`src/rtl/pdm_pkg.sv`:
```
// Purpose: shared types and default parameters for the PDM bit packer slice.
// Latency: n/a (declarations only).
// Backpressure: n/a.
package pdm_pkg;

    typedef enum logic [1:0] {
        IDLE   = 2'd0,
        WARMUP = 2'd1,
        RUN    = 2'd2
    } pdm_state_e;

    localparam int WORD_W_DEF       = 16;
    localparam int FIFO_DEPTH_DEF   = 8;
    localparam int SYNC_STAGES_DEF  = 2;
    localparam int WARMUP_WORDS_DEF = 4;

endpackage

```
`src/rtl/pdm_sync_fifo.sv`:
```
// Purpose: synchronous FIFO with a registered head-of-queue output (pop_dat always shows the oldest entry).
// Latency: a push into an empty FIFO is visible on pop_dat/!empty the next clk.
// Backpressure: push on full is ignored unless a pop happens in the same cycle; pop on empty is ignored.
// Ports: clk, rst (sync, active-high), push/push_dat, pop/pop_dat, full, empty.
module pdm_sync_fifo #(
    parameter int WIDTH = 16,
    parameter int DEPTH = 8
) (
    input  logic             clk,
    input  logic             rst,
    input  logic             push,
    input  logic [WIDTH-1:0] push_dat,
    input  logic             pop,
    output logic [WIDTH-1:0] pop_dat,
    output logic             full,
    output logic             empty
);

    localparam int AW = $clog2(DEPTH);
    localparam logic [AW:0] PTR_ONE = {{AW{1'b0}}, 1'b1};

    logic [WIDTH-1:0] mem [DEPTH];
    logic [AW:0]      wr_ptr_q;
    logic [AW:0]      rd_ptr_q;
    logic [AW:0]      rd_ptr_nxt;
    logic             do_push;
    logic             do_pop;
    logic             one_left;

    // Extra pointer MSB distinguishes full from empty when the index bits match.
    assign empty      = (wr_ptr_q == rd_ptr_q);
    assign full       = (wr_ptr_q[AW] != rd_ptr_q[AW]) &&
                        (wr_ptr_q[AW-1:0] == rd_ptr_q[AW-1:0]);
    assign do_pop     = pop && !empty;
    // A pop in the same cycle frees the slot the push needs.
    assign do_push    = push && (!full || do_pop);
    assign rd_ptr_nxt = rd_ptr_q + PTR_ONE;
    assign one_left   = ((wr_ptr_q - rd_ptr_q) == PTR_ONE);

    always_ff @(posedge clk) begin
        if (do_push) begin
            mem[wr_ptr_q[AW-1:0]] <= push_dat;
        end
    end

    always_ff @(posedge clk) begin
        if (rst) begin
            wr_ptr_q <= '0;
            rd_ptr_q <= '0;
            pop_dat  <= '0;
        end else begin
            if (do_push) begin
                wr_ptr_q <= wr_ptr_q + PTR_ONE;
            end
            if (do_pop) begin
                rd_ptr_q <= rd_ptr_nxt;
            end
            // Keep pop_dat equal to the head entry. When the last stored word
            // leaves while a new one arrives, the new word bypasses the RAM.
            if (do_pop) begin
                if (!one_left) begin
                    pop_dat <= mem[rd_ptr_nxt[AW-1:0]];
                end else if (do_push) begin
                    pop_dat <= push_dat;
                end
            end else if (empty && do_push) begin
                pop_dat <= push_dat;
            end
        end
    end

endmodule

```
`src/rtl/pdm_bit_packer.sv`:
```
// Purpose: samples 1-bit PDM mic data on the mic-clock strobe, packs MSB-first words, streams them out over AXI-Stream.
// Latency: word appears on m_axis_tdata one clk after its completing (SYNC_STAGES-delayed) strobe if the FIFO was empty.
// Backpressure: FIFO_DEPTH words absorb m_axis_tready stalls; a word completing on a full FIFO is dropped, overflow sticks.
// Ports: clk, rst (sync, active-high), en, sample_stb, mic_data (async), m_axis_tdata/tvalid/tready, overflow, busy.
// Optional: define PDM_DROP_CNT_EN to add drop_cnt[15:0], a saturating count of dropped words.
module pdm_bit_packer
    import pdm_pkg::*;
#(
    parameter int WORD_W       = WORD_W_DEF,
    parameter int FIFO_DEPTH   = FIFO_DEPTH_DEF,
    parameter int SYNC_STAGES  = SYNC_STAGES_DEF,
    parameter int WARMUP_WORDS = WARMUP_WORDS_DEF
) (
    input  logic              clk,
    input  logic              rst,
    input  logic              en,
    input  logic              sample_stb,
    input  logic              mic_data,
    output logic [WORD_W-1:0] m_axis_tdata,
    output logic              m_axis_tvalid,
    input  logic              m_axis_tready,
    output logic              overflow,
    output logic              busy
`ifdef PDM_DROP_CNT_EN
    ,
    output logic [15:0]       drop_cnt
`endif
);

    localparam int CNT_W = $clog2(WORD_W);
    localparam logic [CNT_W-1:0] LAST_BIT = CNT_W'(WORD_W - 1);
    localparam int WU_W = (WARMUP_WORDS > 1) ? $clog2(WARMUP_WORDS) : 1;
    localparam logic [WU_W-1:0] WU_LAST = WU_W'((WARMUP_WORDS > 0) ? (WARMUP_WORDS - 1) : 0);

    logic [SYNC_STAGES-1:0] data_sync_q;
    logic [SYNC_STAGES-1:0] stb_dly_q;
    logic                   mic_bit;
    logic                   stb_vld;

    pdm_state_e             state_q;
    pdm_state_e             state_d;

    logic [WORD_W-1:0]      shreg_q;
    logic [CNT_W-1:0]       bitcnt_q;
    logic [WU_W-1:0]        warm_cnt_q;
    logic [WORD_W-1:0]      word_dat;
    logic                   capture;
    logic                   word_done;
    logic                   push_vld;
    logic                   pop_vld;
    logic                   fifo_full;
    logic                   fifo_empty;

    // The strobe is delayed by the same number of flops as the data so each
    // sample is the mic_data value present at the original strobe.
    always_ff @(posedge clk) begin
        if (rst) begin
            data_sync_q <= '0;
            stb_dly_q   <= '0;
        end else begin
            data_sync_q <= {data_sync_q[SYNC_STAGES-2:0], mic_data};
            stb_dly_q   <= {stb_dly_q[SYNC_STAGES-2:0], sample_stb};
        end
    end

    assign mic_bit   = data_sync_q[SYNC_STAGES-1];
    assign stb_vld   = stb_dly_q[SYNC_STAGES-1];

    assign capture   = (state_q != IDLE) && en && stb_vld;
    assign word_done = capture && (bitcnt_q == LAST_BIT);
    assign word_dat  = {shreg_q[WORD_W-2:0], mic_bit};

    always_ff @(posedge clk) begin
        if (rst) begin
            state_q <= IDLE;
        end else begin
            state_q <= state_d;
        end
    end

    always_comb begin
        state_d  = state_q;
        push_vld = 1'b0;
        case (state_q)
            IDLE: begin
                if (en) begin
                    if (WARMUP_WORDS > 0) begin
                        state_d = WARMUP;
                    end else begin
                        state_d = RUN;
                    end
                end
            end
            WARMUP: begin
                if (!en) begin
                    state_d = IDLE;
                end else if (word_done && (warm_cnt_q == WU_LAST)) begin
                    state_d = RUN;
                end
            end
            RUN: begin
                if (!en) begin
                    state_d = IDLE;
                end else begin
                    push_vld = word_done;
                end
            end
            default: begin
                state_d = IDLE;
            end
        endcase
    end

    // Packing state is held cleared whenever capture is not active, so a
    // disable always discards the partial word and re-enable starts clean.
    always_ff @(posedge clk) begin
        if (rst || (state_q == IDLE) || !en) begin
            shreg_q    <= '0;
            bitcnt_q   <= '0;
            warm_cnt_q <= '0;
        end else if (stb_vld) begin
            shreg_q  <= word_dat;
            bitcnt_q <= word_done ? '0 : bitcnt_q + 1'b1;
            if ((state_q == WARMUP) && word_done) begin
                warm_cnt_q <= warm_cnt_q + 1'b1;
            end
        end
    end

    assign m_axis_tvalid = !fifo_empty;
    assign pop_vld       = m_axis_tvalid && m_axis_tready;
    assign busy          = (state_q != IDLE);

    pdm_sync_fifo #(
        .WIDTH (WORD_W),
        .DEPTH (FIFO_DEPTH)
    ) u_fifo (
        .clk      (clk),
        .rst      (rst),
        .push     (push_vld),
        .push_dat (word_dat),
        .pop      (pop_vld),
        .pop_dat  (m_axis_tdata),
        .full     (fifo_full),
        .empty    (fifo_empty)
    );

    always_ff @(posedge clk) begin
        if (rst) begin
            overflow <= 1'b0;
        end else if (push_vld && fifo_full && !pop_vld) begin
            overflow <= 1'b1;
        end
    end

`ifdef PDM_DROP_CNT_EN
    always_ff @(posedge clk) begin
        if (rst) begin
            drop_cnt <= '0;
        end else if (push_vld && fifo_full && !pop_vld && (drop_cnt != 16'hFFFF)) begin
            drop_cnt <= drop_cnt + 16'd1;
        end
    end
`endif

endmodule

```
`config.mk`:
```
export PLATFORM = sky130hd
export DESIGN_NAME = pdm_bit_packer
export DESIGN_NICKNAME = d
export VERILOG_FILES = /design/src/rtl/pdm_pkg.sv /design/src/rtl/pdm_sync_fifo.sv /design/src/rtl/pdm_bit_packer.sv
export SDC_FILE = /design/constraint.sdc
export NUM_CORES = 1
export LEC_CHECK = 0
export CORE_ASPECT_RATIO = 1.25
export CORE_UTILIZATION = 55
export DETAILED_ROUTE_END_ITERATION = 6
export HOLD_SLACK_MARGIN = 0.03
export PLACE_DENSITY_LB_ADDON = 0.1
export SLEW_MARGIN = 20
export SYNTH_ARGS = -nofsm -noshare
export SYNTH_HDL_FRONTEND = slang
export SYNTH_HIERARCHICAL = 1
export SYNTH_SLANG_ARGS = --single-unit
```
`constraint.sdc`:
```
create_clock -name clk -period 3.2 [get_ports clk]
set_clock_uncertainty 0.2 [all_clocks]
set_input_delay 0.48 -clock clk [delete_from_list [all_inputs] [get_ports clk]]
set_output_delay 0.48 -clock clk [all_outputs]
set_load 0.1 [all_outputs]
```
Word level (Yosys, flattened, before mapping)

Memories as Yosys holds them, arrays and structs flattened.
Index checks and enable logic that the tools add are counted.

Bits in registers: 52
RAM bits: 128
Bits of input ports: 6
Logic and storage cells: 67
Memories: 1

Add/sub/neg operators: 5
Eq/ne operators: 12
Muxes and demuxes: 14
Reduce and logical (&&, ||, !) cells: 25

Memory list:

| memory     | depth | bits a word | rd ports | clocked after Yosys merged registers in | write ports | line                | text |
|---|---|---|---|---|---|---|---|
| u_fifo.mem | 8     | 16          | 1        | 0                                       | 1           | pdm_sync_fifo.sv:22 | `logic [WIDTH-1:0] mem [DEPTH];` |

Operators with widths:

| kind                | number |
|---|---|
| $mux 16             | 4 |
| $add 4x1->4 const B | 3 |
| $logic_and 1x1->1   | 12 |
| $mux 2              | 4 |
| $pmux 2 s3          | 1 |
| $eq 2x2->1 const B  | 2 |
| $eq 4x1->1 const B  | 1 |
| $eq 4x4->1          | 1 |
| $eq 4x4->1 const B  | 1 |
| $logic_not 1->1     | 4 |
| $mux 1              | 4 |
| $mux 4              | 1 |
| $ne 2x2->1 const B  | 2 |
| $reduce_and 2->1    | 2 |
| $reduce_bool 2->1   | 2 |
| $sub 4x4->4         | 1 |
| $eq 3x3->1          | 1 |
| $logic_or 1x1->1    | 3 |
| $ne 3x2->1 const B  | 1 |
| $ne 3x3->1 const B  | 1 |
| $reduce_and 3->1    | 1 |
| $add 2x1->2 const B | 1 |
| $eq 2x1->1 const B  | 1 |
| $logic_not 2->1     | 1 |
| $ne 1x1->1          | 1 |

Depth between registers and ports, before layout

Depth in word-level cells: 10
Depth in mapped cells: 11

By module

Netlist, hierarchy kept.

By module, submodules not included:

| module         | times used | cells each | area an instance (um2) | sequential area each (um2) |
|---|---|---|---|---|
| pdm_sync_fifo  | 1          | 499        | 6571.3                 | 4324.1 |
| pdm_bit_packer | 1          | 107        | 1082.3                 | 560.5 |

Worst setup path before layout

Ideal clock, no wire load.

Path kind: register -> register
Start: register u_fifo.rd_ptr_q[2]
End: memory u_fifo.mem[0][0], enable pin
Library setup time: 409 ps
Arrival time: 2867 ps
Data required time: 2591 ps
Slack: -277 ps
Cell stages (with the launch flop): 9
Path buffers: 0
Cell sequence: dfxtp_1 inv_1 ha_1 nand3_1 nor2_1 nor2b_1 o31ai_1 nand2b_1 nor3_1

Word-level cells in the longest chain between the ends: 8

Ends and longest elaborated chain:

| element                      | line                  | text |
|---|---|---|
| start, declared              | pdm_sync_fifo.sv:24   | `logic [AW:0] rd_ptr_q;` |
| start signal, assigned       | pdm_sync_fifo.sv:56   | `rd_ptr_q <= rd_ptr_nxt;` |
| $eq 4x4->1                   | pdm_sync_fifo.sv:31   | `assign empty = (wr_ptr_q == rd_ptr_q);` |
| net fifo_empty               | pdm_bit_packer.sv:52  | `logic fifo_empty;` |
| $logic_not 1->1              | pdm_bit_packer.sv:130 | `assign m_axis_tvalid = !fifo_empty;` |
| $logic_and 1x1->1            | pdm_bit_packer.sv:131 | `assign pop_vld = m_axis_tvalid && m_axis_tready;` |
| net pop_vld                  | pdm_bit_packer.sv:50  | `logic pop_vld;` |
| $logic_and 1x1->1            | pdm_sync_fifo.sv:34   | `assign do_pop = pop && !empty;` |
| $logic_or 1x1->1             | pdm_sync_fifo.sv:36   | `assign do_push = push && (!full \|\| do_pop);` |
| $logic_and 1x1->1            | pdm_sync_fifo.sv:36   |  |
| $mux 1                       | pdm_sync_fifo.sv:41   | `if (do_push) begin` |
| $mux 1 (implied by the code) | pdm_sync_fifo.sv:42   | `mem[wr_ptr_q[AW-1:0]] <= push_dat;` |
| end, declared                | pdm_sync_fifo.sv:22   |  |

The timed path passes the listed nets, and every way through them passes these cells.

Worst setup path after layout

Start: register u_fifo.rd_ptr_q[2]
End: register u_fifo.pop_dat[7]

Word-level cells in the longest chain between the ends: 9

Ends and longest elaborated chain:

| element                                              | line                | text |
|---|---|---|
| branches (longest 9 deep; another with $mem_v2 8x16) | --                  |  |
| end signal, assigned                                 | pdm_sync_fifo.sv:62 | `pop_dat <= mem[rd_ptr_nxt[AW-1:0]];` |
| end signal, assigned                                 | pdm_sync_fifo.sv:64 | `pop_dat <= push_dat;` |
| end signal, assigned                                 | pdm_sync_fifo.sv:67 | `pop_dat <= push_dat;` |
| end, declared                                        | pdm_sync_fifo.sv:14 | `output logic [WIDTH-1:0] pop_dat,` |

Several ways; the timed one is not identified.
A chain may end at the register's enable or synchronous reset.

==> results.yml <==
yosys:
  synth-edff-count: 128
  async_reset_ff_frac: 0
  synth_area_um2: 7650
  synth_largest_area_cell: "edfxtp_1"
  ys_warn_count: 6
  synth_area_per_cell_um2: 12.6
  synthDominantCellAreaShare: 0.502
  yosysSeqAreaShare: 0.638
  yosysMostFrequentCell: "edfxtp_1"
  synth.area.top_cells: "edfxtp_1 50%, dfxtp_1 14%, mux2i_1 6.5%, a2111oi_0 3.7%, nor2b_1 3.1%"
  ys_seq_elements: 180
  yosys-top-cells-count: "128 x edfxtp_1, 52 x dfxtp_1, 50 x mux2i_1, 42 x nand2_1, 38 x nor2b_1"
  synth_cells: 606
  yosys.cell_types.count: 47
  synth_nets: 620
  synth_top_flop_cell: "edfxtp_1"
drt:
  wl_per_cell_um: 22.2
  routed-wl-met3_um: 1180
  drcViolationCount: 0
  drt_first_iter_violations: 410
  postRouteWirelength_um: 18300
  viasPerCell: 6.16
  ant_nets: 0
  first_pass_iters: 5
  top_layer: "met4"
  met1_length_um: 7580
  dr_wl_met2_um: 9120
  vias: 5073
setup_path:
  cp-start-kind: "register"
  worstSetupPathType: "register to register"
  cp-end-kind: "register"
  required_ns: 3.33
  worst_r2r_path_depth: 7
  cp.arrival_ns: 3.10
  critPathMaxFanout: 11
power:
  switchingPower_uw: 846
  ir_drop_uv: 415
  swShare: 0.189
  leakage_uw: 0.00280
  clock_power_share: 0.438
  power.density_nw_per_um2: 513
  power_frac_seq: 0.552
  intPower_uw: 3620
  power.share.combinational: 0.009
clock_tree:
  post_cts_buffers: 0
  tritoncts: "built"
  cts-hold-fix-buffers: 0
  cts_num_sinks: 180
  cts_buffers: 17
  clk_latency_ns: 0.42
  clockBufferDepth: 2
  cts-root-buf: "clkbuf_16"
  ctsResizeCount: 0
  htreeDepth: 4
  clkTransAtPathRegs_ns: 0.06
place:
  port_buffers: 24
  dp_hpwl_um: 12100
  gp_congestion: 0.877
  dpl_worst_slack_ns: 0.143
timing:
  worst_pin_slew_ns: 0.960
  rsz0062_at_grt: "no"
  setup_viol: 0
  fin_crit_ns: 2.97
  fin_setup_tns_ns: 0
  hold_viol: 0
  max_freq_ghz: 0.336
  report.final.slew_viol_count: 0
  setup_ws_ns: 0.225
  slew_headroom: 0.357
  min_period_over_period: 0.930
final_layout:
  syn_to_final_growth_pct: 13.8
  seqCellArea_um2: 4890
  drive_gt1_frac: 0.142
  diodes: 0
  nets: 654
  multi_input_area_um2: 2550
  fill_cells: 1003
run:
  maxCapViolCount: 0
global_routing:
  grt_overflow_total: 0
  grt_pass1_vias: 4991
  grt_pass1_wl_um: 28300
  antenna_found_initial: 0
  track_usage: 0.272
  grt_max_degree: 72
floorplanning:
  io_pins: 25
  start_util: 0.571
  coreArea_um2: 13400
  dieArea_um2: 14400
  die_x_um: 108
  die_h_um: 134
  rows: 47
hold_path:
  hp-class: "register to register"
  whs_path_depth: 1
run_status:
  status: "completed"
-- cell type report --
class                           instances  share of cell area
Sequential cell                       180               0.561
Multi-Input combinational cell        369               0.293
Clock buffer                           25              0.0606
Timing Repair Buffer                   54              0.0480
Tap cell                              171              0.0246
Inverter                               18             0.00776
Clock inverter                          7             0.00474
-- worst max-delay path: stages (launching register included) --
cell,delay [ns]
dfxtp_1,0.46
inv_1,0.12
ha_1,0.35
and3b_1,0.20
or3_4,0.39
a21oi_2,0.47
nand2_1,0.38
o2111ai_1,0.31
-- logic make-up (layout without fill, tap and decap cells) --
kind of cell | after synthesis | in the layout | synth area share
muxes | 50 | 50 | 0.0654
xor gates and xnor gates | 11 | 11 | 0.0136
buffers and inverters | 57 | 104 | 0.0322
AOI/OAI and AO/OA | 110 | 110 | 0.107
and+or+nand+nor | 190 | 190 | 0.130
DFF | 180 | 180 | 0.638
adders and majority gates | 8 | 8 | 0.0141
-- power by group through the flow --
stage | logic [µW] | clock network (µW) | registers (µW)
2_1_floorplan | 25.8 | 0 | 2520
3_3_place_gp | 40.8 | 0 | 2520
3_5_place_dp | 41.2 | 0 | 2520
4_1_cts | 41.3 | 1990 | 2470
5_1_grt | 44.3 | 2080 | 2470
6_report | 41.4 | 1960 | 2470
-- stage by stage --
stage                     hold slack, ns  total power, µW  cell area [µm²]  utilization  cells
after floorplan                    0.214             2550             7660            -    606
after global placement             0.218             2560             8140        0.607    792
after detailed placement           0.229             2560             8140        0.607    792
after CTS                          0.243             4500             8710        0.649    824
after global routing               0.268             4590             8710        0.649    824
final                              0.242             4470             8710        0.649    824
-- sequential cells by signal, indices dropped and copies added, names as in the netlist --
register and count:
u_fifo/mem 128, u_fifo/pop_dat 16, shreg_q 15, bitcnt_q 4
u_fifo/rd_ptr_q 4, u_fifo/wr_ptr_q 4, data_sync_q 2, state_q 2
stb_dly_q 2, warm_cnt_q 2, overflow 1
-- path summary, 6_finish.rpt --
kind	from	to	slack, ns
max	u_fifo/rd_ptr_q[2]	u_fifo/pop_dat[7]	0.23
max reg2reg	u_fifo/rd_ptr_q[2]	u_fifo/pop_dat[7]	0.23
min	data_sync_q[0]	data_sync_q[1]	0.24
min reg2reg	data_sync_q[0]	data_sync_q[1]	0.24
-- metal layers --
layer  track usage  vias to the layer above
li1              -                     2382
met1         0.352                     2477
met2         0.443                      186
met3        0.0617                       28
met4         0.109                        0
met5             0                        -
-- placed cells by master (no fill, tap or decap), drive strengths merged, types with 17 or more instances in the layout --
cell type,instances
nand2,42
a21o,17
a31oi,32
edfxtp,128
nand3,29
clkbuf,25
dfxtp,52
buf,49
mux2i,50
a2111oi,32
nand4,24
nor2b,38
inv,19
nor2,34
(Power assumes the default switching activity.)
